<file path="src/rtl/piso_shift_register.sv">
// Parallel-in/serial-out shift register: accepts a WIDTH-bit word over a
// valid/ready load handshake and emits it one bit per clock on sout_o.
// Latency: first bit appears the cycle after the accepting edge.
// Backpressure: shift_en_i=0 freezes the frame; load_ready_o is low while busy.
// Optional feature macro: PARITY_EN (appends one even-parity bit per frame).
//
// Ports:
//   clk_i          clock, all state updates on rising edge
//   rst_i          synchronous reset, active-high, highest priority
//   load_valid_i   load_data_i is presented for capture
//   load_ready_o   block can accept a word (idle and not in reset)
//   load_data_i    parallel word to serialize
//   shift_en_i     1 = advance one bit this cycle, 0 = stall
//   sout_o         current serial bit (registered)
//   sout_valid_o   sout_o carries a frame bit this cycle
//   busy_o         frame in progress
//   done_o         one-cycle pulse after the final frame bit
module piso_shift_register #(
    parameter int WIDTH     = 8,
    parameter bit MSB_FIRST = 1'b1
) (
    input  logic             clk_i,
    input  logic             rst_i,
    input  logic             load_valid_i,
    output logic             load_ready_o,
    input  logic [WIDTH-1:0] load_data_i,
    input  logic             shift_en_i,
    output logic             sout_o,
    output logic             sout_valid_o,
    output logic             busy_o,
    output logic             done_o
);

    localparam int CW = $clog2(WIDTH + 1);

`ifdef PARITY_EN
    typedef enum logic [1:0] {ST_IDLE, ST_SHIFT, ST_PARITY} state_t;
`else
    typedef enum logic [1:0] {ST_IDLE, ST_SHIFT} state_t;
`endif

    state_t           state_q, state_d;
    logic [WIDTH-1:0] sr_q, sr_d;
    logic [CW-1:0]    cnt_q, cnt_d;
    logic             sout_q, sout_d;
    logic             valid_q, valid_d;
    logic             done_q, done_d;
    logic             par_q, par_d;

    assign load_ready_o = (state_q == ST_IDLE) & ~rst_i;
    assign busy_o       = (state_q != ST_IDLE);
    assign sout_o       = sout_q;
    assign sout_valid_o = valid_q;
    assign done_o       = done_q;

    always_ff @(posedge clk_i) begin
        if (rst_i) begin
            state_q <= ST_IDLE;
            sr_q    <= '0;
            cnt_q   <= '0;
            sout_q  <= 1'b0;
            valid_q <= 1'b0;
            done_q  <= 1'b0;
            par_q   <= 1'b0;
        end else begin
            state_q <= state_d;
            sr_q    <= sr_d;
            cnt_q   <= cnt_d;
            sout_q  <= sout_d;
            valid_q <= valid_d;
            done_q  <= done_d;
            par_q   <= par_d;
        end
    end

    always_comb begin
        state_d = state_q;
        sr_d    = sr_q;
        cnt_d   = cnt_q;
        sout_d  = sout_q;
        valid_d = valid_q;
        done_d  = 1'b0;
        par_d   = par_q;

        case (state_q)
            ST_IDLE: begin
                sout_d  = 1'b0;
                valid_d = 1'b0;
                if (load_valid_i && load_ready_o) begin
                    // The first bit goes straight to the output register; the
                    // shift register keeps the full word and is consumed from
                    // the transmit end on every advance.
                    sr_d    = load_data_i;
                    cnt_d   = '0;
                    sout_d  = MSB_FIRST ? load_data_i[WIDTH-1] : load_data_i[0];
                    valid_d = 1'b1;
                    par_d   = ^load_data_i;
                    state_d = ST_SHIFT;
                end
            end

            ST_SHIFT: begin
                if (shift_en_i) begin
                    if (cnt_q == CW'(WIDTH - 1)) begin
`ifdef PARITY_EN
                        sout_d  = par_q;
                        cnt_d   = CW'(WIDTH);
                        state_d = ST_PARITY;
`else
                        sout_d  = 1'b0;
                        valid_d = 1'b0;
                        done_d  = 1'b1;
                        cnt_d   = '0;
                        state_d = ST_IDLE;
`endif
                    end else begin
                        cnt_d = cnt_q + CW'(1);
                        // sr_q still holds the bit currently on sout at its
                        // transmit end, so the next bit is one position in.
                        if (MSB_FIRST) begin
                            sr_d   = sr_q << 1;
                            sout_d = sr_q[WIDTH-2];
                        end else begin
                            sr_d   = sr_q >> 1;
                            sout_d = sr_q[1];
                        end
                    end
                end
            end

`ifdef PARITY_EN
            ST_PARITY: begin
                if (shift_en_i) begin
                    sout_d  = 1'b0;
                    valid_d = 1'b0;
                    done_d  = 1'b1;
                    cnt_d   = '0;
                    state_d = ST_IDLE;
                end
            end
`endif

            default: begin
                sout_d  = 1'b0;
                valid_d = 1'b0;
                state_d = ST_IDLE;
            end
        endcase
    end

endmodule

</file>
<file path="config.mk">
export PLATFORM = sky130hd
export DESIGN_NAME = piso_shift_register
export DESIGN_NICKNAME = d
export VERILOG_FILES = /design/src/rtl/piso_shift_register.sv
export SDC_FILE = /design/constraint.sdc
export NUM_CORES = 1
export LEC_CHECK = 0
export ABC_CLOCK_PERIOD_IN_PS = 1850
export CELL_PAD_IN_SITES_DETAIL_PLACEMENT = 1
export CELL_PAD_IN_SITES_GLOBAL_PLACEMENT = 2
export CORE_AREA = 2 2 56 45
export DETAILED_ROUTE_END_ITERATION = 8
export DIE_AREA = 0 0 58 47
export DONT_BUFFER_PORTS = 1
export GPL_TIMING_DRIVEN = 0
export PLACE_DENSITY = 0.7
export SYNTH_ARGS = -nofsm -noshare
export SYNTH_HDL_FRONTEND = slang
export SYNTH_SLANG_ARGS = --single-unit
</file>
<file path="constraint.sdc">
create_clock -name clk_i -period 1.85 [get_ports clk_i]
set_input_delay 0.4625 -clock clk_i [delete_from_list [all_inputs] [get_ports clk_i]]
set_output_delay 0.4625 -clock clk_i [all_outputs]
set_load 0.05 [all_outputs]
</file>
==> results.py, run 1 <==
metrics = {
    "drt": {
        "wl_um": 1710,
        "vias_per_cell": 5.77,
        "avgRoutedWirePerCell_um": 16.4,
        "first_pass_iters": 4,
        "vias": 600,
        "antenna_left": 0,
        "drc_errors": 0,
        "drtIter0Drc": 16,
    },
    "clocking": {
        "cts_made_buffers": 3,
        "htreeDepth": 1,
        "cts_hold_buf": 0,
        "clock-sinks": 15,
        "cts_setup_buffers": 0,
        "clk_pin_slew_ps": 90,
        "cts_buffer_depth": 2,
        "root_buffer": "clkbuf_4",
        "clock_latency_ps": 280,
        "cts_tree": "built",
    },
    "finish": {
        "final_cell_mix": "14 x dfxtp_1, 13 x a211oi_1, 8 x a21oi_1, 6 x mux2i_1",
        "finalNonFillerCells": 104,
        "nNetsFinal": 93,
        "multiInputGateArea_um2": 373,
        "layout_commonest_cell": "dfxtp_1",
        "register_area_um2": 304,
        "fillers": 257,
        "num_antenna_cells": 0,
        "area_growth_pct": 9.30,
        "layout-drive-gt1-share_pct": 12.7,
    },
    "worst_setup_path": {
        "critPathMaxFanout": 10,
        "cp_cell_sequence": "clkbuf_1, clkbuf_2, nor2_4",
        "end_kind": "output pin",
        "crit_slowest_cell": "nor2_4",
        "critPathRequiredTime_ps": 1390,
        "slowest_delay_ps": 330,
        "start_kind": "input port",
        "worstPathArrival_ps": 1230,
        "worstSetupPathType": "input port to output pin",
    },
    "die": {
        "core-area_mm2": 0.00218,
        "die_y_um": 47,
        "rows": 15,
        "ios": 17,
        "start_util_pct": 32.1,
        "die_w_um": 58,
        "die_area_mm2": 0.00273,
    },
    "sta": {
        "setup_violations": 0,
        "slew_viol_final": 0,
        "worst_slack_ps": 162,
        "clock.fmax_ghz": 0.592,
        "setup_tns_ps": 0,
        "skew_ps": 0.856,
        "period_needed_ps": 1690,
        "rsz0062_at_grt": "no",
        "hold_viol_final": 0,
        "fin_crit_sh_pct": 91.3,
        "tightest_slew_ps": 514,
        "maxSlewHeadroom_pct": 65.7,
    },
    "placed_design": {
        "io_buffers": 0,
        "place_inst": 101,
        "hpwl_um": 1260,
        "pre_cts_ws_ps": -31.7,
        "gp_congestion": 0.699,
    },
    "run_status": {
        "status": "finished clean",
    },
    "global_routing": {
        "grt_max_degree": 18,
        "grt_pass1_wl_um": 2700,
        "first_global_vias": 574,
        "overflow": 0,
        "grtUsageTotal_pct": 13.7,
        "antenna_found_initial": 0,
    },
    "synthesis": {
        "avgSynthCellArea_um2": 9.20,
        "synth-seq-cells": 15,
        "yosysSeqAreaShare_pct": 42.9,
        "netlist_instances": 76,
        "yosysUniqueCellTypes": 28,
        "yosysWarnings": 0,
        "syn-num-nets": 89,
        "netlist_area_um2": 699,
    },
    "run": {
        "drv_cap": 0,
    },
    "power_and_ir_drop": {
        "p_int_w": 0.000462,
        "switchingPower_w": 0.000184,
        "ir_worst_vdd_v": 0.000440,
        "netSwitchingFraction_pct": 28.5,
        "p_comb_share_pct": 14.0,
        "pwr-share-seq_pct": 57.1,
        "pwr-share-clk_pct": 28.9,
        "powerDensity_mw_per_mm2": 845,
        "p_leak_nw": 0.262,
    },
    "min_path": {
        "hold_class": "input port to register",
    },
}
[final cells by class]
cell class,count,share of cell area [%]
Buffer,5,3.44
Clock buffer,4,3.44
Inverter,1,0.491
Tap cell,25,4.09
Multi-Input combinational cell,54,48.8
Sequential cell,15,39.8
[state kept, by name (all words and copies together) (netlist names)]
register	cells
state_q	1
sr_q	7
done_o	1
sout_valid_o	1
cnt_q	4
sout_o	1
[final timing paths]
| path | start | endpoint | slack (ps) | cells past startpoint |
|---|---|---|---|---|
| setup / recovery | rst_i | load_ready_o | 160 | 3 |
| hold reg to reg | cnt_q[1] | cnt_q[1] | 490 | 2 |
| setup reg to reg | state_q[0] | cnt_q[3] | 250 | 4 |
| hold / removal | shift_en_i | sout_valid_o | 280 | 1 |
[worst max-delay path: cells and delay by family]
kind                   cells  cell delay, ps
AND/OR/NAND/NOR            1             330
buffers and inverters      2             420
[through the flow]
stage                     instance area [um^2]  total power (W)  util (%)  hold slack, ps
after global routing                       764         0.000685      35.1             251
after global placement                     733         0.000466      33.7             477
after detailed placement                   733         0.000468      33.7             481
final                                      764         0.000646      35.1             282
after CTS                                  763         0.000658      35.1             267
after floorplan                            702         0.000448         -             464
[what timing repair did]
action	4_1_cts	5_1_grt
pin swaps	1	0
resized for setup	3	2
endpoints found under the setup margin	1	1
[layer usage]
layer | vias to the layer above | share of wire [%] | wire length, um | track usage [%]
met5 | - | 0 | 0 | 0
met4 | 0 | 0.70 | 12 | 4.19
met3 | 2 | 5.6 | 95 | 5.79
met2 | 17 | 46 | 780 | 22.3
met1 | 284 | 48 | 817 | 16.9
li1 | 297 | - | - | -
[cell families after synthesis]
group | share of synthesized area, %
mux | 8.59
compound gates | 25.8
simple gates | 16.1
fa+ha+maj | 1.79
flops | 42.9
buf+inv | 4.83
[cell usage after synthesis, drive strengths merged]
cell / instances / share of area [%]
a221oi: 1 / 1.3
or4: 1 / 1.1
buf: 4 / 3.2
nand3b: 1 / 1.1
or3: 1 / 0.90
nor3: 2 / 1.4
mux2i: 6 / 8.6
nand2b: 1 / 0.90
and2: 1 / 0.90
and3b: 1 / 1.3
a21oi: 8 / 5.7
o21ai: 2 / 1.4
nor2b: 1 / 0.90
nor3b: 1 / 1.1
nand2: 4 / 2.5
nor4: 1 / 0.90
clkbuf: 2 / 1.1
ha: 1 / 1.8
a311oi: 1 / 1.3
dfxtp: 15 / 43
a211oi: 13 / 14
nor2: 2 / 1.1
inv: 1 / 0.54
nand3: 3 / 2.1
o211ai: 2 / 2.1
[power groups by stage]
stage / logic [W] / registers [W] / clock network [W]
after floorplan: 0.0000741 / 0.000374 / 0
after global placement: 0.0000893 / 0.000376 / 0
after detailed placement: 0.0000904 / 0.000377 / 0
after CTS: 0.0000902 / 0.000370 / 0.000198
after global routing: 0.000100 / 0.000372 / 0.000213
final: 0.0000903 / 0.000369 / 0.000187
(Power assumes the default switching activity.)
==> run 2: changes to the inputs <==
--- a/config.mk
+++ b/config.mk
@@ -13,7 +13,7 @@
 export DIE_AREA = 0 0 58 47
 export DONT_BUFFER_PORTS = 1
 export GPL_TIMING_DRIVEN = 0
-export PLACE_DENSITY = 0.7
+export PLACE_DENSITY_LB_ADDON = 0.1
 export SYNTH_ARGS = -nofsm -noshare
 export SYNTH_HDL_FRONTEND = slang
 export SYNTH_SLANG_ARGS = --single-unit
==> results.py, run 2 (same netlist as run 1, synthesis figures left out) <==
metrics = {
    "die": {
        "rows": 15,
        "die_area_mm2": 0.00273,
        "die_w_um": 58,
        "ios": 17,
        "core-area_mm2": 0.00218,
        "die_y_um": 47,
        "start_util_pct": 32.1,
    },
    "worst_setup_path": {
        "critPathMaxFanout": 17,
        "start_kind": "register",
        "crit_start": "state_q[0]",
        "critPathRequiredTime_ps": 1390,
        "r2r_start": "state_q[0]",
        "end_kind": "output pin",
        "worstPathArrival_ps": 1270,
        "worstSetupPathType": "register to output pin",
    },
    "power_and_ir_drop": {
        "finalPower_w": 0.000654,
        "p_leak_nw": 0.261,
        "ir_worst_vdd_v": 0.000462,
        "powerDensity_mw_per_mm2": 858,
    },
    "min_path": {
        "hp-start": "shift_en_i",
        "hold_class": "input port to register",
    },
    "finish": {
        "postLayoutCellArea_um2": 762,
        "area_growth_pct": 8.94,
        "finalNonFillerCells": 104,
        "top_regs": "sr_q: 7 flops, cnt_q: 4 flops",
        "num_antenna_cells": 0,
        "fin_util_pct": 35.0,
        "final_cell_mix": "14 x dfxtp_1, 13 x a211oi_1, 8 x a21oi_1, 6 x mux2i_1",
        "layout_commonest_cell": "dfxtp_1",
        "nNetsFinal": 93,
        "largest_reg_flops": 7,
        "layout-drive-gt1-share_pct": 12.7,
        "top_register": "sr_q",
    },
    "drt": {
        "vias": 605,
        "vias_per_cell": 5.82,
        "drtIter0Drc": 6,
        "avgRoutedWirePerCell_um": 16.9,
        "wl_um": 1760,
        "drc_errors": 0,
        "first_pass_iters": 4,
        "antenna_left": 0,
    },
    "sta": {
        "skew_ps": 4.05,
        "tightest_slew_ps": 499,
        "hold_viol_final": 0,
        "rsz0062_at_grt": "no",
        "setup_violations": 0,
        "maxSlewHeadroom_pct": 66.7,
        "slew_viol_final": 0,
        "clock.fmax_ghz": 0.578,
        "fin_crit_sh_pct": 93.5,
        "period_needed_ps": 1730,
        "hold_slack_ps": 270,
    },
    "run_status": {
        "status": "finished clean",
    },
    "global_routing": {
        "grtUsageTotal_pct": 14.1,
        "grt_max_degree": 18,
        "grt_pass1_wl_um": 2790,
        "first_global_vias": 551,
        "antenna_found_initial": 0,
        "overflow": 0,
    },
    "clocking": {
        "cts_setup_buffers": 0,
        "cts_buffer_depth": 2,
        "cts_tree": "built",
        "htreeDepth": 1,
        "clk_pin_slew_ps": 90,
        "clock-sinks": 15,
        "cts_hold_buf": 0,
        "post_cts.resized_instances": 3,
        "root_buffer": "clkbuf_4",
        "cts_made_buffers": 3,
        "clock_latency_ps": 290,
    },
    "placed_design": {
        "gp_congestion": 0.703,
        "hpwl_um": 1280,
        "place_inst": 101,
        "post_dp_cell_area_um2": 733,
        "io_buffers": 0,
    },
    "run": {
        "drv_cap": 0,
    },
}
## run 2: changes by cell type in the layout (fill, tap and decap cells not counted)
cell,previous run,this run
dfxtp_4,1,0
dfxtp_2,0,1
## run 2: layer usage
metal,GRT usage [%],share of wire [%],routed length (um),up-vias
met1,18.7,49,871,289
met4,4.19,0.85,15,0
met5,0,0,0,-
met2,20.7,42,748,15
met3,6.34,7.1,125,2
li1,-,-,-,299
## run 2: layout make-up
cell class / count / area (um^2)
Buffer: 5 / 26.3
Clock buffer: 4 / 26.3
Fill cell: 258 / 1420
Inverter: 1 / 3.75
Multi-Input combinational cell: 54 / 373
Sequential cell: 15 / 302
Tap cell: 25 / 31.3
## run 2: worst max-delay path: stages, from the launching register on
cell and delay, ps:
dfxtp_2 420, buf_4 250, nor2_4 310
## run 2: power by group
group	switching [W]	internal, W	leakage (nW)
Clock	0.000110	0.0000838	0.0150
Combinational	0.0000548	0.0000358	0.123
Sequential	0.0000264	0.000343	0.123
## run 2: per-stage QoR
step                      setup slack [ps]  setup TNS (ps)
after floorplan                       63.3               0
after global placement               -54.0           -54.0
after detailed placement             -55.4           -55.4
after CTS                             97.1               0
after global routing                  55.4               0
final                                  120               0
## run 2: worst paths after layout
check	cells past startpoint	slack (ps)	end
max	2	120	load_ready_o
min	1	270	sout_valid_o
max reg2reg	4	170	cnt_q[3]
min reg2reg	2	490	cnt_q[1]
==> run 3: changes to the inputs <==
--- a/config.mk
+++ b/config.mk
@@ -8,9 +8,9 @@
 export ABC_CLOCK_PERIOD_IN_PS = 1850
 export CELL_PAD_IN_SITES_DETAIL_PLACEMENT = 1
 export CELL_PAD_IN_SITES_GLOBAL_PLACEMENT = 2
-export CORE_AREA = 2 2 56 45
+export CORE_AREA = 2 2 54 46
 export DETAILED_ROUTE_END_ITERATION = 8
-export DIE_AREA = 0 0 58 47
+export DIE_AREA = 0 0 56 48
 export DONT_BUFFER_PORTS = 1
 export GPL_TIMING_DRIVEN = 0
 export PLACE_DENSITY_LB_ADDON = 0.1
==> results.py, run 3 (same netlist as run 1, synthesis figures left out) <==
metrics = {
    "finish": {
        "num_antenna_cells": 0,
        "largest_reg_flops": 7,
        "layout-drive-gt1-share_pct": 13.9,
        "area_growth_pct": 10.0,
        "final_cell_mix": "14 x dfxtp_1, 13 x a211oi_1, 8 x a21oi_1, 6 x mux2i_1",
        "nNetsFinal": 93,
        "top_register": "sr_q",
        "layout_commonest_cell": "dfxtp_1",
        "fillers": 251,
        "top_regs": "sr_q: 7 flops, cnt_q: 4 flops",
        "multiInputGateArea_um2": 377,
        "register_area_um2": 302,
    },
    "sta": {
        "hold_viol_final": 0,
        "tightest_slew_ps": 515,
        "rsz0062_at_grt": "no",
        "clock.fmax_ghz": 0.595,
        "fin_crit_sh_pct": 90.9,
        "maxSlewHeadroom_pct": 65.6,
        "skew_ps": 4.70,
        "setup_tns_ps": 0,
        "period_needed_ps": 1680,
        "slew_viol_final": 0,
        "setup_violations": 0,
        "worst_slack_ps": 169,
    },
    "placed_design": {
        "hpwl_um": 1260,
        "pre_cts_ws_ps": -40.2,
        "io_buffers": 0,
        "gp_congestion": 0.691,
    },
    "die": {
        "ios": 17,
        "rows": 15,
        "die_y_um": 48,
        "start_util_pct": 33.3,
        "die_w_um": 56,
        "core-area_mm2": 0.00210,
        "die_area_mm2": 0.00269,
    },
    "power_and_ir_drop": {
        "ir_worst_vdd_v": 0.000497,
        "powerDensity_mw_per_mm2": 845,
        "p_leak_nw": 0.264,
    },
    "clocking": {
        "cts_tree": "built",
        "clk_pin_slew_ps": 90,
        "root_buffer": "clkbuf_4",
        "cts_hold_buf": 0,
        "cts_made_buffers": 3,
        "clock-sinks": 15,
        "cts_setup_buffers": 0,
        "clock_latency_ps": 280,
        "cts_buffer_depth": 2,
        "htreeDepth": 1,
    },
    "worst_setup_path": {
        "path_buf_inv": 2,
        "worstPathArrival_ps": 1220,
        "slowest_delay_ps": 330,
        "cp_cell_sequence": "clkbuf_1, clkbuf_2, nor2_4",
        "rrSetupSlack_ps": 190,
        "r2r_start": "state_q[0]",
        "reg2reg_depth": 4,
        "r2r_end": "cnt_q[3]",
        "crit_slowest_cell": "nor2_4",
        "start_kind": "input port",
        "end_kind": "output pin",
        "critPathRequiredTime_ps": 1390,
        "worstSetupPathType": "input port to output pin",
        "path_delay_family": "buffers and inverters",
        "critPathMaxFanout": 10,
    },
    "global_routing": {
        "grt_max_degree": 18,
        "grt_pass1_wl_um": 2730,
        "grtUsageTotal_pct": 13.9,
        "first_global_vias": 531,
        "overflow": 0,
        "antenna_found_initial": 0,
    },
    "drt": {
        "vias_per_cell": 5.78,
        "drc_errors": 0,
        "antenna_left": 0,
        "vias": 601,
        "wl_um": 1720,
        "avgRoutedWirePerCell_um": 16.5,
        "first_pass_iters": 4,
        "drtIter0Drc": 3,
    },
    "run_status": {
        "status": "finished clean",
    },
    "min_path": {
        "hold_end": "sout_valid_o",
        "hp-start": "shift_en_i",
        "hold_class": "input port to register",
        "holdPathStages": 1,
    },
    "run": {
        "drv_cap": 0,
    },
}
run 3: cell counts in the layout (fill, tap and decap cells not counted):
No cell type changed its count.
run 3: worst register-to-register path, stage by stage, from the launching register on:
cell and delay (ps):
dfxtp_2 510, buf_6 250, nand2_2 150, or4_1 530
a21oi_1 160
run 3: where the power goes:
part | internal [W] | leakage (nW) | switching [W] | total, W
registers | 0.000343 | 0.123 | 0.0000269 | 0.000370
logic | 0.0000372 | 0.125 | 0.0000547 | 0.0000919
clock network | 0.0000836 | 0.0150 | 0.000104 | 0.000188
run 3: layout make-up:
class,instances,share of cell area [%]
multi-input combinational,54,48.9
sequential,15,39.2
tap,25,4.07
buffer,5,3.90
clock buffer,4,3.41
inverter,1,0.488
run 3: repair_timing:
action                     4_1_cts  5_1_grt
gates resized for setup          3        2
setup endpoints to repair        1        3
pin swaps                        1        0
run 3: through the flow:
stage / power (W) / area, um^2 / utilization (%) / hold slack, ps / std cells
floorplan: 0.000448 / 702 / - / 464 / 76
CTS: 0.000661 / 762 / 36.3 / 271 / 104
global route: 0.000691 / 769 / 36.6 / 256 / 104
finish: 0.000650 / 769 / 36.6 / 277 / 104
global placement: 0.000467 / 733 / 34.9 / 475 / 101
detailed placement: 0.000468 / 733 / 34.9 / 487 / 101
run 3: worst max-delay path by stage:
stage	endpoint	slack (ps)	cells after the start	from
after floorplan	load_ready_o	60	3	state_q[0]
after global placement	load_ready_o	-50	3	rst_i
after detailed placement	load_ready_o	-40	3	rst_i
after CTS	cnt_q[3]	90	4	state_q[0]
after global routing	cnt_q[3]	70	4	state_q[0]
final	load_ready_o	170	3	rst_i
run 3: routing by layer:
layer | wire [um] | track usage (%) | up-vias
met2 | 736 | 22.1 | 16
met1 | 869 | 17.8 | 281
met4 | 12 | 2.86 | 0
met5 | 0 | 0 | -
li1 | - | - | 302
met3 | 99 | 6.49 | 2
